File: src/rtl/dcache_mem_stage.sv
// Memory-stage data cache: direct-mapped, one big-endian word per line, write-through.
// Read misses allocate the line; stores go to memory and only update a line they hit.
module dcache_mem_stage #(
   parameter int INDEX_BITS = 5
) (
   input  logic            clk,
   input  logic            rst_b,
   input  logic            req_valid,
   input  logic            req_write,
   input  logic            is_word,
   input  logic [31:0]     addr,
   input  logic [31:0]     store_data,
   output logic [3:0][7:0] cache_data_out,
   output logic [1:0]      byte_number,
   output logic            stall,
   output logic            mem_req,
   output logic            mem_we,
   output logic [31:0]     mem_addr,
   output logic [3:0][7:0] mem_wdata,
   output logic [3:0]      mem_byte_en,
   input  logic [3:0][7:0] mem_rdata,
   input  logic            mem_ack
);
   localparam int LINES    = 1 << INDEX_BITS;
   localparam int TAG_BITS = 30 - INDEX_BITS;

   typedef enum logic [1:0] {
      S_IDLE  = 2'd0,
      S_FILL  = 2'd1,
      S_WRITE = 2'd2
   } state_t;

   state_t                r_state;
   state_t                w_next_state;
   logic [LINES-1:0]      r_valid;
   logic [TAG_BITS-1:0]   r_tag  [LINES];
   logic [3:0][7:0]       r_data [LINES];
   logic [31:0]           r_mem_addr;
   logic [3:0][7:0]       r_mem_wdata;
   logic [3:0]            r_mem_byte_en;

   logic [INDEX_BITS-1:0] w_index;
   logic [INDEX_BITS-1:0] w_fill_index;
   logic [TAG_BITS-1:0]   w_tag;
   logic [TAG_BITS-1:0]   w_fill_tag;
   logic [1:0]            w_lane;
   logic                  w_hit;
   logic                  w_start;
   logic                  w_ack_fill;
   logic                  w_store_hit;
   logic                  w_stall;
   logic [3:0][7:0]       w_data_out;
   logic [3:0][7:0]       w_st_wdata;
   logic [3:0]            w_st_byte_en;

   assign w_index      = addr[INDEX_BITS+1:2];
   assign w_tag        = addr[31:INDEX_BITS+2];
   assign w_fill_index = r_mem_addr[INDEX_BITS+1:2];
   assign w_fill_tag   = r_mem_addr[31:INDEX_BITS+2];
   assign w_hit        = r_valid[w_index] && (r_tag[w_index] == w_tag);
   assign w_lane       = 2'd3 - addr[1:0];
   assign w_start      = (r_state == S_IDLE) && req_valid && (req_write || !w_hit);
   assign w_ack_fill   = (r_state == S_FILL) && mem_ack;
   assign w_store_hit  = (r_state == S_IDLE) && req_valid && req_write && w_hit;

   // Store lanes: byte offset k lands on lane 3-k
   always_comb begin
      w_st_wdata   = 32'h0000_0000;
      w_st_byte_en = 4'b0000;
      if (is_word) begin
         w_st_wdata   = store_data;
         w_st_byte_en = 4'b1111;
      end else begin
         w_st_wdata[w_lane]   = store_data[7:0];
         w_st_byte_en[w_lane] = 1'b1;
      end
   end

   // Next state, stall and load data toward WB
   always_comb begin
      w_next_state = r_state;
      w_stall      = 1'b0;
      w_data_out   = 32'h0000_0000;
      case (r_state)
         S_IDLE: begin
            if (req_valid && req_write) begin
               w_stall      = 1'b1;
               w_next_state = S_WRITE;
            end else if (req_valid && !w_hit) begin
               w_stall      = 1'b1;
               w_next_state = S_FILL;
            end else if (req_valid) begin
               w_data_out   = r_data[w_index];
            end else begin
               w_data_out   = 32'h0000_0000;
            end
         end
         S_FILL: begin
            w_stall = !mem_ack;
            if (mem_ack) begin
               w_data_out   = mem_rdata;
               w_next_state = S_IDLE;
            end else begin
               w_next_state = S_FILL;
            end
         end
         S_WRITE: begin
            w_stall = !mem_ack;
            if (mem_ack) begin
               w_next_state = S_IDLE;
            end else begin
               w_next_state = S_WRITE;
            end
         end
         default: begin
            w_next_state = S_IDLE;
         end
      endcase
   end

   // Outputs to WB are forced quiet while reset is asserted, even with a request present
   assign stall          = w_stall && rst_b;
   assign cache_data_out = rst_b ? w_data_out : 32'h0000_0000;
   assign byte_number    = addr[1:0];
   assign mem_req        = (r_state != S_IDLE);
   assign mem_we         = (r_state == S_WRITE);
   assign mem_addr       = r_mem_addr;
   assign mem_wdata      = r_mem_wdata;
   assign mem_byte_en    = r_mem_byte_en;

   // State register
   always_ff @(posedge clk or negedge rst_b) begin
      if (!rst_b) begin
         r_state <= S_IDLE;
      end else begin
         r_state <= w_next_state;
      end
   end

   // Memory request fields captured on entry and held until the ack
   always_ff @(posedge clk or negedge rst_b) begin
      if (!rst_b) begin
         r_mem_addr    <= 32'h0000_0000;
         r_mem_wdata   <= 32'h0000_0000;
         r_mem_byte_en <= 4'b0000;
      end else if (w_start) begin
         r_mem_addr <= {addr[31:2], 2'b00};
         if (req_write) begin
            r_mem_wdata   <= w_st_wdata;
            r_mem_byte_en <= w_st_byte_en;
         end else begin
            r_mem_wdata   <= 32'h0000_0000;
            r_mem_byte_en <= 4'b1111;
         end
      end else if (mem_req && mem_ack) begin
         r_mem_byte_en <= 4'b0000;
      end
   end

   // Valid bits
   always_ff @(posedge clk or negedge rst_b) begin
      if (!rst_b) begin
         r_valid <= {LINES{1'b0}};
      end else if (w_ack_fill) begin
         r_valid[w_fill_index] <= 1'b1;
      end
   end

   // Line data and tags; a fill uses the captured address since the request may have dropped
   always_ff @(posedge clk) begin
      if (w_ack_fill) begin
         r_data[w_fill_index] <= mem_rdata;
         r_tag[w_fill_index]  <= w_fill_tag;
      end else if (w_store_hit) begin
         if (is_word) begin
            r_data[w_index] <= store_data;
         end else begin
            r_data[w_index][w_lane] <= store_data[7:0];
         end
      end
   end
endmodule

File: config.mk
export PLATFORM = sky130hd
export DESIGN_NAME = dcache_mem_stage
export DESIGN_NICKNAME = d
export VERILOG_FILES = /design/src/rtl/dcache_mem_stage.sv
export SDC_FILE = /design/constraint.sdc
export NUM_CORES = 2
export LEC_CHECK = 0
export BUFFER_PORTS_ARGS = -buffer_cell sky130_fd_sc_hd__buf_2
export CORE_UTILIZATION = 55
export CTS_CLUSTER_DIAMETER = 30
export DETAILED_ROUTE_END_ITERATION = 6
export PLACE_DENSITY = 0.72
export RECOVER_POWER = 50
export SYNTH_ARGS = -nofsm -noshare
export SYNTH_HDL_FRONTEND = slang
export SYNTH_SLANG_ARGS = --single-unit
File: constraint.sdc
create_clock -name clk -period 9 [get_ports clk]
set_input_delay 1.8 -clock clk [delete_from_list [all_inputs] [get_ports clk]]
set_output_delay 1.8 -clock clk [all_outputs]
set_load 0.02 [all_outputs]
* Yosys cells after proc, flatten, opt, wreduce, memory -nomap -nowiden
Memories as Yosys holds them, arrays and structs flattened.
Cells that the tools add are included.
** Operators by class
- Bitwise operators :: 34
- Equality and inequality tests :: 4
- Add/sub/neg operators :: 1
- Muxes and demuxes :: 73
- Div/mod/pow operators :: 0
- $mul :: 0
- Reduce and logical (&&, ||, !) cells :: 20
- Shift operators :: 0
- $lt $le $gt $ge :: 5
** Operators with widths (number)
- $mux 32 :: 10
- $pmux 32 s2 :: 1
- $mux 1 :: 47
- $and 32x32->32 :: 1
- $or 1x1->1 :: 32
- $or 32x32->32 :: 1
- $reduce_or 32->1 :: 1
- $eq 25x25->1 :: 1
- $demux 8 s2 :: 1
- $mux 4 :: 4
- $logic_and 1x1->1 :: 12
- $lt 5x6->1 const B :: 2
- $mux 8 :: 1
- $mux 2 :: 3
- $pmux 2 s3 :: 1
- $bmux 1 s5 :: 1
- $demux 1 s5 :: 1
- $ge 5x1->1 const B :: 1
- $mux 5 :: 1
- $reduce_bool 2->1 :: 2
- $lt 2x3->1 const B :: 1
- $ne 3x1->1 const B :: 1
- $demux 1 s2 :: 1
- $eq 2x1->1 const B :: 1
- 8 further kinds :: 9
** Storage, ports and cells
- Memory bits (writable) :: 1824
- Register bits after elaboration :: 100
- Input bits :: 102
- Memories kept :: 2
- Bits in read-only memories :: 0
- Latch bits :: 0
** Memory list
- r_data :: depth 32, bits a word 32, read ports 1, clocked after Yosys merged registers in 0, wr ports 1, RTL line 37 : logic [3:0][7:0] r_data [LINES];
- r_tag :: depth 32, bits a word 25, read ports 1, clocked after Yosys merged registers in 0, wr ports 1, RTL line 36 : logic [TAG_BITS-1:0] r_tag [LINES];

* Logic depth before layout (Yosys ltp)
- Depth in word-level cells :: 10
- Gate-level depth with buffers :: 18
- Mapped depth without buffers :: 10

* Worst setup path before layout
No wires, ideal clock.
- Kind :: input-to-output
- Start :: in addr[2]
- End :: out cache_data_out[10] in the netlist's numbering
- Data arrival time :: 5.000 ns
- Stages :: 11
- Path slack :: 2.200 ns
- Cells stage by stage :: buf_6 -> buf_6 -> buf_6 -> buf_4 -> buf_1 -> clkbuf_1 -> buf_1 -> mux4_2 -> mux4_2 -> mux2i_1 -> o21ai_0
** RTL lines
- start: declaration :: RTL line 11 : input logic [31:0] addr,
- end: declaration :: RTL line 13 : output logic [3:0][7:0] cache_data_out,

==> results.toml <==
[clocking]
numClockSinks = 1924
insertion_delay_ns = 0.96
path_clk_slew_ns = 0.05
cts_setup_buffers = 0
cts_root_buf = "clkbuf_16"
ctsResizeCount = 0
cts_tree = "done"
cts_buffers = 369
htree_num_levels = 5
hold_buffers = 0
clockBufferDepth = 4

[logic_synthesis]
synth-adder-area-share = 0.000657
yosys_most_used_dff = "edfxtp_1"
ys_ff_latch = 1924
synth-edff-count = 1824
synth_mux_area_frac = 0.169
synth_top_area_frac = 0.720
yosys.area_share.simple = 0.0199
synthCells = 3749
yosysTopAreaCell = "edfxtp_1"
synth_compound_area_frac = 0.0375
synth_top_family_by_area = "multiplexers"
yosysUniqueCellTypes = 60
synth_xor_area_frac = 0.00219
yosys-top-cells-area = "edfxtp_1, mux4_2, mux2i_1"
synth_area_um2 = 76100
syn_avg_cell_area_um2 = 20.3
yosysSeqAreaShare = 0.752
synthArstFlopShare = 0.0520
yosysWarnings = 0

[global_routing]
met2_usage = 0.483
use_met1 = 0.395
grt_pass1_vias = 42600
track_usage = 0.301
antenna_found_initial = 2
grt_pass1_wl_um = 299000
top_usage_layer = "met2"
grt_remaining_overflow = 0
grt_use_met3 = 0.0790
grt_max_degree = 152

[setup_path]
critPathMaxStageDelay_ns = 0.70
end_kind = "primary output"
critical_path_buf_inv_count = 6
crit_arrival_ns = 6.95
worstPathRequired_ns = 7.20
worstPathCellList = "buf_6 -> nor2b_4 -> buf_4 -> a22oi_1 -> nand3_1 -> nand2_1 -> or3_1 -> a2111oi_0 -> nand4_1 -> clkbuf_1 -> nor3_2 -> clkbuf_1 -> nand4_1 -> buf_12 -> o21ai_0 -> buf_2"
cp-start-kind = "input pin"
crit_family = "simple AND/OR/NAND/NOR gates"
cp_max_fo = 52
slowest_stage = "a2111oi_0"
worst-setup-path-type = "in2out"

[sta]
setup_viol = 0
tightest_slew_ns = 3.40
finalSetupTns_ns = 0
fin_ws_ns = 0.254
fin_crit_sh = 0.972
fmax_mhz = 114
maxSlewHeadroom = -1.27
finalHoldViolations = 0
fin_crit_ns = 8.75
rsz0062_at_grt = "no"
skew_ns = 0.0990
slew_viol_final = 1047

[layout]
final_cell_mix = "edfxtp_1, mux4_2, clkbuf_16"
final_common_cell = "edfxtp_1"
nNetsFinal = 4405
syn2layout_area_growth_pct = 21.3
finalInstanceArea_um2 = 92300
drive_gt1_frac = 0.301
utilization = 0.672

[power]
power_mw = 26.9
powerDensity_nw_per_um2 = 291
leakage_nw = 31.9
peakVddDrop_v = 0.000347

[job]
drv_cap = 39

[placed_design]
io_buffers = 204
place_ws_ns = 0.497
hpwl_um = 113000
place.gp.congestion = 0.942
place_area_um2 = 80000

[route]
initialDrtViolationCount = 5759
post_drt_wl_per_cell_um = 32.9
drt_wl_total_um = 210000
drc = 0
drtPass1Iterations = 7
vias_per_cell = 6.56
vias = 41900
antenna_left = 0

[run_status]
violations = "capacitance limit, slew limit"
status = "finished, violations left"

[floorplan]
core_area_um2 = 137000
die_area_um2 = 140000
die_x_um = 374
die_h_um = 374
row_count = 136
pin_count = 207
initial_utilization = 0.554

[worst_hold_path]
hold_class = "reg2reg"
-- synthesized netlist by cell type (4+ instances only) --
cell type,number
nand2b_1,39
nor2b_1,7
nor2_1,41
a22oi_1,126
buf_8,5
mux2_2,38
buf_6,19
nand4_1,18
dfrtp_1,100
nor3b_1,6
edfxtp_1,1824
o21ai_0,175
nand3_1,47
buf_1,45
nand2_1,122
a21o_1,6
buf_4,17
a22o_1,6
xor2_1,13
inv_1,45
buf_2,29
nor4_1,4
mux4_2,407
clkbuf_1,112
a21oi_1,15
o21ai_1,29
and2_1,4
o2bb2ai_1,24
xnor2_1,6
a221oi_1,30
mux2i_1,325
nor3_1,9
o22ai_1,12
ha_1,4
-- path summary, 6_finish.rpt --
path                       slack (ns)  depth (start not counted)         start                  to
max                              0.25                         16       addr[4]  cache_data_out[20]
min                              0.46                          1    r_valid[5]          r_valid[5]
max reg2reg                      2.54                         15  r_tag[12][8]        mem_addr[31]
min reg2reg                      0.46                          1    r_valid[5]          r_valid[5]
max in group asynchronous        3.58                          2         rst_b        mem_addr[31]
min in group asynchronous        1.33                          1         rst_b        mem_addr[14]
-- metal layers --
metal	wire length (um)	part of all wire
met1	77100	0.37
met2	102000	0.49
met3	22100	0.11
met4	8060	0.038
met5	13	0.000062
-- metrics by stage --
step | hold WS [ns] | instances
finish | 0.465 | 6383
CTS | 0.460 | 6382
floorplan | 0.429 | 3750
detailed placement | 0.448 | 5722
global placement | 0.444 | 5722
global route | 0.465 | 6382
-- sequential cells by signal, indices dropped and copies added, names as in the netlist --
register / count
mem_addr: 30
mem_byte_en: 4
mem_wdata: 32
r_data: 1024
r_state: 2
r_tag: 800
r_valid: 32
-- report_power, final --
| part | switching [mW] | leakage (nW) | total, mW | internal, mW |
|---|---|---|---|---|
| sequential | 0.589 | 17.7 | 11.3 | 10.7 |
| clock | 4.62 | 6.07 | 13.8 | 9.19 |
| combinational | 1.15 | 8.19 | 1.76 | 0.619 |
| total | 6.35 | 31.9 | 26.9 | 20.5 |
-- kinds of logic after synthesis --
group,Yosys count
buffers and inverters,275
AO/OA/AOI/OAI,442
other,1
AND/OR/NAND/NOR,312
XOR/XNOR,19
multiplexers,772
flip-flops,1924
adder cells (fa/ha/maj),4
-- final cells by class --
cell class | instances | area [um2]
Sequential cell | 1924 | 57300
Clock buffer | 415 | 9620
Multi-Input combinational cell | 1551 | 17600
Inverter | 45 | 169
Timing Repair Buffer | 408 | 2530
Antenna cell | 1 | 2.50
Tap cell | 1794 | 2240
Clock inverter | 245 | 2920
Fill cell | 8503 | 45000
-- worst reg2reg max path, delay by kind of cell (launching register included) --
family                 cells  cell delay, ns
buffers and inverters      5            2.64
multiplexers               3            1.16
AO/OA/AOI/OAI              3            1.00
AND/OR/NAND/NOR            3            0.89
flip-flops                 1            0.45
XOR/XNOR                   1            0.12
No activity file was read; power rests on OpenSTA's default activity.
